--- src/rtl/quad_pkg.sv ---
// quad_pkg: shared types and constants for the quadrature decoder.
//   quad_state_e  - decoder FSM states (S_INIT plus one state per {A,B} pair)
//   DEB_CYCLES_DEF - default debounce length in clk cycles
//   DEB_CNT_W      - width of the debounce stability counter (covers 1..15)
//   ERR_CNT_W / ERR_CNT_MAX - illegal-transition counter width and saturation
//                    value (counter only exists when QUAD_ERR_CNT_EN is defined)
package quad_pkg;

  typedef enum logic [2:0] {
    S_INIT = 3'd0,
    S00    = 3'd1,
    S01    = 3'd2,
    S11    = 3'd3,
    S10    = 3'd4
  } quad_state_e;

  localparam int unsigned DEB_CYCLES_DEF = 4;
  localparam int unsigned DEB_CNT_W      = 4;

  localparam int unsigned         ERR_CNT_W   = 8;
  localparam logic [ERR_CNT_W-1:0] ERR_CNT_MAX = 8'd255;

  // Map a debounced {A,B} pair onto its FSM state.
  function automatic quad_state_e pair_to_state(input logic [1:0] pair);
    case (pair)
      2'b00:   return S00;
      2'b01:   return S01;
      2'b11:   return S11;
      default: return S10;
    endcase
  endfunction

  // Pair represented by a state; S_INIT has no pair and reads as 00.
  function automatic logic [1:0] state_to_pair(input quad_state_e st);
    case (st)
      S01:     return 2'b01;
      S11:     return 2'b11;
      S10:     return 2'b10;
      default: return 2'b00;
    endcase
  endfunction

  // Position along the forward cycle 00->01->11->10 (Gray to binary).
  function automatic logic [1:0] pair_to_pos(input logic [1:0] pair);
    return {pair[1], pair[1] ^ pair[0]};
  endfunction

endpackage

--- src/rtl/quad_debounce.sv ---
// quad_debounce: 2-flop synchronizer followed by a stability-count debouncer
// for one encoder channel.
//   clk, rst  - clock, synchronous active-high reset
//   raw_in    - asynchronous channel input
//   level     - debounced level (meaningful once qual is high)
//   qual      - set once the first level has been stable for DEB_CYCLES
// After qualification, level follows the synchronized input only once it has
// differed from level for DEB_CYCLES consecutive cycles; a reverting
// candidate clears the count.
module quad_debounce
  import quad_pkg::*;
#(
  parameter int unsigned DEB_CYCLES = DEB_CYCLES_DEF
) (
  input  logic clk,
  input  logic rst,
  input  logic raw_in,
  output logic level,
  output logic qual
);

  localparam logic [DEB_CNT_W-1:0] DEB_CNT = DEB_CYCLES[DEB_CNT_W-1:0];

  logic                 sync1_q, sync1_d;
  logic                 sync2_q, sync2_d;
  logic                 level_q, level_d;
  logic                 qual_q, qual_d;
  logic [DEB_CNT_W-1:0] cnt_q, cnt_d;

  always_comb begin
    sync1_d = raw_in;
    sync2_d = sync1_q;
    level_d = level_q;
    qual_d  = qual_q;
    cnt_d   = cnt_q;

    if (!qual_q) begin
      // Before qualification level_q tracks the current candidate; any change
      // restarts the count.
      if (sync2_q != level_q) begin
        level_d = sync2_q;
        cnt_d   = '0;
      end else if (cnt_q == DEB_CNT) begin
        qual_d = 1'b1;
        cnt_d  = '0;
      end else begin
        cnt_d = cnt_q + 1'b1;
      end
    end else if (sync2_q != level_q) begin
      if (cnt_q == DEB_CNT) begin
        level_d = sync2_q;
        cnt_d   = '0;
      end else begin
        cnt_d = cnt_q + 1'b1;
      end
    end else begin
      cnt_d = '0;
    end
  end

  always_ff @(posedge clk) begin
    if (rst) begin
      sync1_q <= 1'b0;
      sync2_q <= 1'b0;
      level_q <= 1'b0;
      qual_q  <= 1'b0;
      cnt_q   <= '0;
    end else begin
      sync1_q <= sync1_d;
      sync2_q <= sync2_d;
      level_q <= level_d;
      qual_q  <= qual_d;
      cnt_q   <= cnt_d;
    end
  end

  assign level = level_q;
  assign qual  = qual_q;

endmodule

--- src/rtl/quad_decoder.sv ---
// quad_decoder: quadrature encoder decoder producing step/dir for a
// downstream position counter.
//   clk, rst  - clock, synchronous active-high reset
//   a_in,b_in - asynchronous encoder channels
//   step      - one-cycle pulse per valid transition
//   dir       - 1 forward / 0 reverse, held between steps
//   err       - one-cycle pulse when both channels change together
//   err_cnt   - saturating err pulse count; port exists only when the
//               QUAD_ERR_CNT_EN macro is defined
//
// state  | meaning
// S_INIT | waiting for both channels to qualify; first pair loads silently
// S00    | last accepted {A,B} = 00
// S01    | last accepted {A,B} = 01
// S11    | last accepted {A,B} = 11
// S10    | last accepted {A,B} = 10
module quad_decoder
  import quad_pkg::*;
#(
  parameter int unsigned DEB_CYCLES = DEB_CYCLES_DEF
) (
  input  logic clk,
  input  logic rst,
  input  logic a_in,
  input  logic b_in,
  output logic step,
  output logic dir,
  output logic err
`ifdef QUAD_ERR_CNT_EN
  ,
  output logic [ERR_CNT_W-1:0] err_cnt
`endif
);

  logic a_deb, a_qual;
  logic b_deb, b_qual;

  quad_debounce #(.DEB_CYCLES(DEB_CYCLES)) u_deb_a (
    .clk   (clk),
    .rst   (rst),
    .raw_in(a_in),
    .level (a_deb),
    .qual  (a_qual)
  );

  quad_debounce #(.DEB_CYCLES(DEB_CYCLES)) u_deb_b (
    .clk   (clk),
    .rst   (rst),
    .raw_in(b_in),
    .level (b_deb),
    .qual  (b_qual)
  );

  quad_state_e state_q, state_d;
  logic        step_q, step_d;
  logic        dir_q, dir_d;
  logic        err_q, err_d;
  logic [1:0]  new_pair;
  logic [1:0]  delta;

  assign new_pair = {a_deb, b_deb};
  // Forward distance along the Gray cycle: 1 = forward, 3 = reverse,
  // 2 = both bits flipped (illegal), 0 = no change.
  assign delta    = pair_to_pos(new_pair) - pair_to_pos(state_to_pair(state_q));

  always_comb begin
    state_d = state_q;
    step_d  = 1'b0;
    dir_d   = dir_q;
    err_d   = 1'b0;

    if (state_q == S_INIT) begin
      if (a_qual && b_qual) begin
        state_d = pair_to_state(new_pair);
      end
    end else begin
      state_d = pair_to_state(new_pair);
      case (delta)
        2'd1: begin
          step_d = 1'b1;
          dir_d  = 1'b1;
        end
        2'd3: begin
          step_d = 1'b1;
          dir_d  = 1'b0;
        end
        2'd2: err_d = 1'b1;
        default: ;
      endcase
    end
  end

  always_ff @(posedge clk) begin
    if (rst) begin
      state_q <= S_INIT;
      step_q  <= 1'b0;
      dir_q   <= 1'b0;
      err_q   <= 1'b0;
    end else begin
      state_q <= state_d;
      step_q  <= step_d;
      dir_q   <= dir_d;
      err_q   <= err_d;
    end
  end

  assign step = step_q;
  assign dir  = dir_q;
  assign err  = err_q;

`ifdef QUAD_ERR_CNT_EN
  logic [ERR_CNT_W-1:0] err_cnt_q, err_cnt_d;

  // Counts in the same edge that raises err so the two stay aligned.
  always_comb begin
    err_cnt_d = err_cnt_q;
    if (err_d && (err_cnt_q != ERR_CNT_MAX)) begin
      err_cnt_d = err_cnt_q + 1'b1;
    end
  end

  always_ff @(posedge clk) begin
    if (rst) begin
      err_cnt_q <= '0;
    end else begin
      err_cnt_q <= err_cnt_d;
    end
  end

  assign err_cnt = err_cnt_q;
`endif

endmodule
--- config.mk ---
export PLATFORM = sky130hd
export DESIGN_NAME = quad_decoder
export DESIGN_NICKNAME = d
export VERILOG_FILES = /design/src/rtl/quad_pkg.sv /design/src/rtl/quad_debounce.sv /design/src/rtl/quad_decoder.sv
export SDC_FILE = /design/constraint.sdc
export NUM_CORES = 1
export LEC_CHECK = 0
export ABC_CLOCK_PERIOD_IN_PS = 3800
export BUFFER_PORTS_ARGS = -buffer_cell sky130_fd_sc_hd__buf_2
export CAP_MARGIN = 20
export CORE_MARGIN = 8
export CORE_UTILIZATION = 55
export DETAILED_ROUTE_END_ITERATION = 16
export PLACE_DENSITY = 0.74
export SYNTH_ARGS = -nofsm -noshare
export SYNTH_HDL_FRONTEND = slang
export SYNTH_HIERARCHICAL = 1
export SYNTH_SLANG_ARGS = --single-unit
--- constraint.sdc ---
create_clock -name clk -period 3.8 [get_ports clk]
set_input_delay 0 -clock clk [delete_from_list [all_inputs] [get_ports clk]]
set_output_delay 0 -clock clk [all_outputs]
set_load 0.01 [all_outputs]
==> results.toml, run 1 <==
[setup_path]
worstSetupPathType = "reg2reg"
crit_path_start_kind = "register"
cp_max_fo = 7
cp.required_ns = 4.03
critPathCaptureType = "register"
arrival_ns = 2.34

[drt]
ant_nets = 0
avgRoutedWirePerCell_um = 10.5
via_count = 644
avgViaCountPerCell = 4.77
wl_mm = 1.42
remaining_drc_errors = 0
initialDrtViolationCount = 6
drtPass1Iterations = 3

[logic_synthesis]
synthXorXnorAreaFrac_pct = 13.3
ys_seq_area_share_pct = 43.8
synth_nets = 110
synth.area.top_cells = "dfxtp_1 44%, ha_1 10%, xnor3_1 4.5%"
ys_warn_count = 6
synth.cell_area_sq_um = 1000
synth_area_leader_cell = "dfxtp_1"
syn_avg_cell_area_sq_um = 10.3
synth_top_family_by_area = "simple AND/OR/NAND/NOR gates"
syn_inst = 98
synth.mux.area_fraction_pct = 1.99
synth_simple_gate_area_share_pct = 21.2
synth-compound-area-share_pct = 6.35
netlist-cell-type-count = 24
synth_fa_ha_area_share_pct = 9.96
netlist.area_leader.share_pct = 43.8
synth-seq-cells = 22

[global_routing]
track_usage_pct = 9.11
overflow = 0
grt_pass1_vias = 636
grt_max_degree = 17
antenna_found_initial = 0
grt_pass1_wl_mm = 2.48

[timing]
fin_crit_sh_pct = 55.6
rsz0062_at_grt = "no"
tightest_slew_ns = 0.378
min_period_ns = 2.11
setup_violations = 0
slew_headroom_pct = 74.6
skew_ns = 0.0107
setup_tns_ns = 0
hold_violations = 0
setup_slack_ns = 1.69
max_freq_mhz = 473
maxSlewViolCount = 0

[flow_run]
drv_cap = 0

[clocking]
cts_setup_buffers = 0
path_clk_slew_ns = 0.12
cts_root_buf = "clkbuf_4"
clockBufferDepth = 2
cts_resized = 0
postCtsHoldBufs = 2
cts_tree = "built"
clock_sinks = 22
cts_buffers = 3
clk_latency_ns = 0.30
h-tree-depth = 1

[pwr]
p_per_area_nw_per_um2 = 406
leakage_nw = 0.484
vdd_ir_drop_max_v = 0.000411

[floorplan]
ios = 7
die_area_sq_um = 3450
std_cell_rows = 15
core-area_sq_um = 1730
die_w_um = 58.7
die_h_um = 58.7
initial_utilization_pct = 58.2

[layout]
drive_gt1_share_pct = 10.9
layout.nets = 123
utilization_pct = 65.9
n_fill_cell = 154
antenna_cells = 0
syn_to_final_growth_pct = 13.3

[outcome]
status = "completed"

[placed_design]
place.gp.congestion = 0.780
pre_cts_slack_ns = 1.68
hpwl_mm = 1.07
io_buffers = 6

[worst_hold_path]
hold_class = "in2reg"
-- report_power, final --
| group | switching, mW | internal [mW] | total (mW) | leakage [nW] |
|---|---|---|---|---|
| combinational | 0.0170 | 0.0198 | 0.0368 | 0.277 |
| clock | 0.0684 | 0.107 | 0.175 | 0.0279 |
| sequential | 0.00949 | 0.241 | 0.250 | 0.179 |
| total | 0.0949 | 0.367 | 0.462 | 0.484 |
-- final cells by class --
cell class	instances	area [sq um]	share of cell area, %
tap	25	31.3	2.75
timing repair buffer	8	50.0	4.40
clock inverter	1	30.0	2.64
sequential	22	440	38.7
clock buffer	3	22.5	1.98
multi-input combinational	67	531	46.6
inverter	9	33.8	2.97
-- path summary, 6_finish.rpt --
kind / slack, ns / depth (start not counted) / startpoint / end
setup reg to reg: 1.69 / 7 / u_deb_a/level / dir
setup / recovery: 1.69 / 7 / u_deb_a/level / dir
hold reg to reg: 0.45 / 1 / u_deb_a/sync1_q / u_deb_a/sync2_q
hold / removal: 0.04 / 2 / rst / u_deb_b/qual
-- metrics by stage --
step | std cells | power [mW] | hold WS, ns | area [sq um]
floorplan | 98 | 0.280 | 0.0646 | 1000
global placement | 129 | 0.289 | 0.214 | 1070
detailed placement | 129 | 0.291 | 0.225 | 1070
CTS | 135 | 0.467 | 0.0270 | 1140
global route | 135 | 0.480 | 0.0364 | 1140
finish | 135 | 0.462 | 0.0394 | 1140
-- synthesized netlist by cell type, drive strengths merged --
cell    instances
xnor3           2
ha              8
xnor2           6
and2            2
xor2            2
or2b            1
or3b            1
dfxtp          22
and3b           4
mux2i           2
a211oi          1
o21ai           2
a211o           1
nand3           4
nand3b          4
nor2b           4
a21oi           5
nor2           11
o21a            1
nor3b           2
nand2           2
inv             9
nor3            2
-- layer usage --
metal  up-vias  routed length, um  track usage, %
met5         -                  0               0
met4         0                 12            5.12
met3         2                 56            2.61
met2         7                649            16.4
met1       287                701            9.15
li1        348                  -               -
-- kinds of logic (layout without fill, tap and decap cells) --
logic type | count (synthesis) | after routing
adder cells (fa/ha/maj) | 8 | 8
AO/OA/AOI/OAI | 10 | 10
multiplexers | 2 | 2
AND/OR/NAND/NOR | 37 | 37
flip-flops | 22 | 22
XOR/XNOR | 10 | 10
buffers and inverters | 9 | 21
-- placed cells by master, fill, tap and decap left out, types with 3 or more instances in the layout --
| cell type | count |
|---|---|
| clkbuf_4 | 3 |
| dfxtp_1 | 22 |
| ha_1 | 8 |
| inv_1 | 9 |
| nor2b_1 | 4 |
| buf_2 | 6 |
| nand3_1 | 4 |
| a21oi_1 | 5 |
| xnor2_1 | 5 |
| nand3b_1 | 4 |
| nor2_1 | 11 |
| and3b_1 | 4 |
-- registers in the layout (all words and copies together) (netlist names) --
| name | cells |
|---|---|
| step | 1 |
| u_deb_b/level | 1 |
| u_deb_b/sync1_q | 1 |
| u_deb_b/sync2_q | 1 |
| u_deb_b/qual | 1 |
| state_q | 3 |
| u_deb_a/qual | 1 |
| dir | 1 |
| u_deb_a/sync2_q | 1 |
| u_deb_a/level | 1 |
| u_deb_a/cnt_q | 4 |
| u_deb_a/sync1_q | 1 |
| err | 1 |
| u_deb_b/cnt_q | 4 |
-- worst max-delay path, cell delays in order, from the launching register on --
cell      delay, ns
dfxtp_1        0.55
inv_1          0.09
ha_1           0.33
ha_1           0.26
xnor2_4        0.15
mux2i_1        0.13
a211o_1        0.31
a211oi_2       0.21
Power figures use the tool's default switching activity.
==> run 2, diff against run 1 <==
--- a/config.mk
+++ b/config.mk
@@ -5,7 +5,7 @@
 export SDC_FILE = /design/constraint.sdc
 export NUM_CORES = 1
 export LEC_CHECK = 0
-export ABC_CLOCK_PERIOD_IN_PS = 3800
+export ABC_CLOCK_PERIOD_IN_PS = 2160
 export BUFFER_PORTS_ARGS = -buffer_cell sky130_fd_sc_hd__buf_2
 export CAP_MARGIN = 20
 export CORE_MARGIN = 8
==> constraint.sdc (replaced) <==
create_clock -name clk -period 2.16 [get_ports clk]
set_input_delay 0 -clock clk [delete_from_list [all_inputs] [get_ports clk]]
set_output_delay 0 -clock clk [all_outputs]
set_load 0.01 [all_outputs]
==> run 2 against run 1 <==
  * Non-clock buffer count grew 1
  * Final area increased by 0.66%
  * Count of clock-buffer cells in the layout unchanged
  * Critical path depth down 1
  * Sequential power up 76%
  * Fmax up 12%
  * Wire length down 0.70%
  * Clock power increased by 73%
  * Cell count grew 0.74%
  * Via count up 5.0%
  * Hold slack got worse by 0.0018 ns
==> results.toml, run 2 (synthesized netlist as in run 1, its figures left out) <==
[floorplan]
std_cell_rows = 15
die_area_sq_um = 3450
ios = 7
die_w_um = 58.7
die_h_um = 58.7
core-area_sq_um = 1730
initial_utilization_pct = 58.2

[setup_path]
reg2reg_from = "u_deb_b/level"
slowest_stage = "dfxtp_1"
cp_max_fo = 6
crit_path_start_kind = "register"
critPathCaptureType = "register"
reg2reg_slack_ns = 0.28
crit_chain = "ha_1, ha_1, xnor2_4, mux2i_1, a211o_1, a211oi_2"
crit_path_end = "dir"
cp.required_ns = 2.39
arrival_ns = 2.11
critPathMaxStageDelay_ns = 0.46
reg2reg_to = "dir"
reg2reg_depth = 6
crit_path_start = "u_deb_b/level"
worstSetupPathType = "reg2reg"
cp_common_cell = "ha_1"

[timing]
skew_ns = 0.00229
rsz0062_at_grt = "no"
setup_slack_ns = 0.277
setup_tns_ns = 0
hold_violations = 0
fin_crit_sh_pct = 87.2
max_freq_mhz = 531
tightest_slew_ns = 0.357
min_period_ns = 1.88
setup_violations = 0
maxSlewViolCount = 0
slew_headroom_pct = 76.0

[drt]
via_count = 676
wl_mm = 1.41
met3WireLength_um = 43
met1_length_um = 631
remaining_drc_errors = 0
wl_met2_um = 723
drtPass1Iterations = 4
avgRoutedWirePerCell_um = 10.4
ant_nets = 0
highest_layer = "met4"
initialDrtViolationCount = 5
avgViaCountPerCell = 4.97

[clocking]
cts_tree = "built"
cts_root_buf = "clkbuf_4"
cts_setup_buffers = 0
path_clk_slew_ns = 0.12
clockBufferDepth = 2
h-tree-depth = 1
clock_sinks = 22
cts_buffers = 3
clk_latency_ns = 0.29

[placed_design]
place.gp.congestion = 0.718
pre_cts_slack_ns = 0.285
hpwl_mm = 1.13
io_buffers = 6

[global_routing]
overflow = 0
track_usage_pct = 9.18
grt_pass1_vias = 673
grt_pass1_wl_mm = 2.49
grt_max_degree = 17
antenna_found_initial = 0

[layout]
multi_input_area_sq_um = 531
syn_to_final_growth_pct = 14.1
layout_commonest_cell = "dfxtp_1"
seqCellArea_sq_um = 440
drive_gt1_share_pct = 11.7
antenna_cells = 0
n_fill_cell = 152
layout.nets = 124
largestRegisters = "u_deb_a/cnt_q: 4 flops, u_deb_b/cnt_q: 4 flops, state_q: 3 flops"
final_cell_mix = "22 x dfxtp_1, 11 x nor2_1, 9 x inv_1"

[outcome]
status = "completed"

[pwr]
vdd_ir_drop_max_v = 0.000616
leakage_nw = 0.489
p_per_area_nw_per_um2 = 705

[worst_hold_path]
hold_class = "in2reg"

[flow_run]
drv_cap = 0
-- run 2: worst min path at each step --
stage	start	end	cells after the start
floorplan	rst	dir	1
global route	rst	u_deb_b/qual	2
detailed placement	a_in	u_deb_a/sync1_q	2
global placement	b_in	u_deb_b/sync1_q	2
finish	rst	u_deb_a/qual	2
CTS	rst	u_deb_a/qual	2
-- run 2: cell type report --
| type | count | area share, % |
|---|---|---|
| sequential | 22 | 38.4 |
| clock inverter | 1 | 2.62 |
| multi-input combinational | 67 | 46.3 |
| timing repair buffer | 9 | 5.02 |
| clock buffer | 3 | 1.97 |
| inverter | 9 | 2.95 |
| tap | 25 | 2.73 |
-- run 2: per-layer routing --
layer	track usage, %	vias up
met2	17.4	9
li1	-	352
met3	2.83	2
met1	8.33	313
met5	0	-
met4	5.12	0
-- run 2: metrics by stage --
step / instance area (sq um) / power [mW] / hold WS (ns) / util [%] / cells
floorplan: 1000 / 0.493 / 0.0646 / - / 98
finish: 1150 / 0.808 / 0.0376 / 66.4 / 136
global placement: 1070 / 0.509 / 0.209 / 62.2 / 130
detailed placement: 1070 / 0.513 / 0.223 / 62.2 / 130
global route: 1150 / 0.846 / 0.0315 / 66.4 / 136
CTS: 1150 / 0.822 / 0.0275 / 66.4 / 136
-- run 2: report_power, final --
part / switching (mW) / total, mW / internal (mW)
Combinational: 0.0313 / 0.0663 / 0.0350
Clock: 0.116 / 0.303 / 0.187
Sequential: 0.0152 / 0.439 / 0.423
Total: 0.162 / 0.808 / 0.646
-- run 2: timing repair --
item,CTS,global route
hold endpoints to repair,2,0
hold buffers,2,0
resized for setup,0,0
-- run 2: worst max-delay path, delay by kind of cell, from the launching register on --
family	cells	cell delay (ns)
xor gates and xnor gates	1	0.19
adders and majority gates	2	0.57
muxes	1	0.09
AOI/OAI and AO/OA	2	0.51
DFF	1	0.46
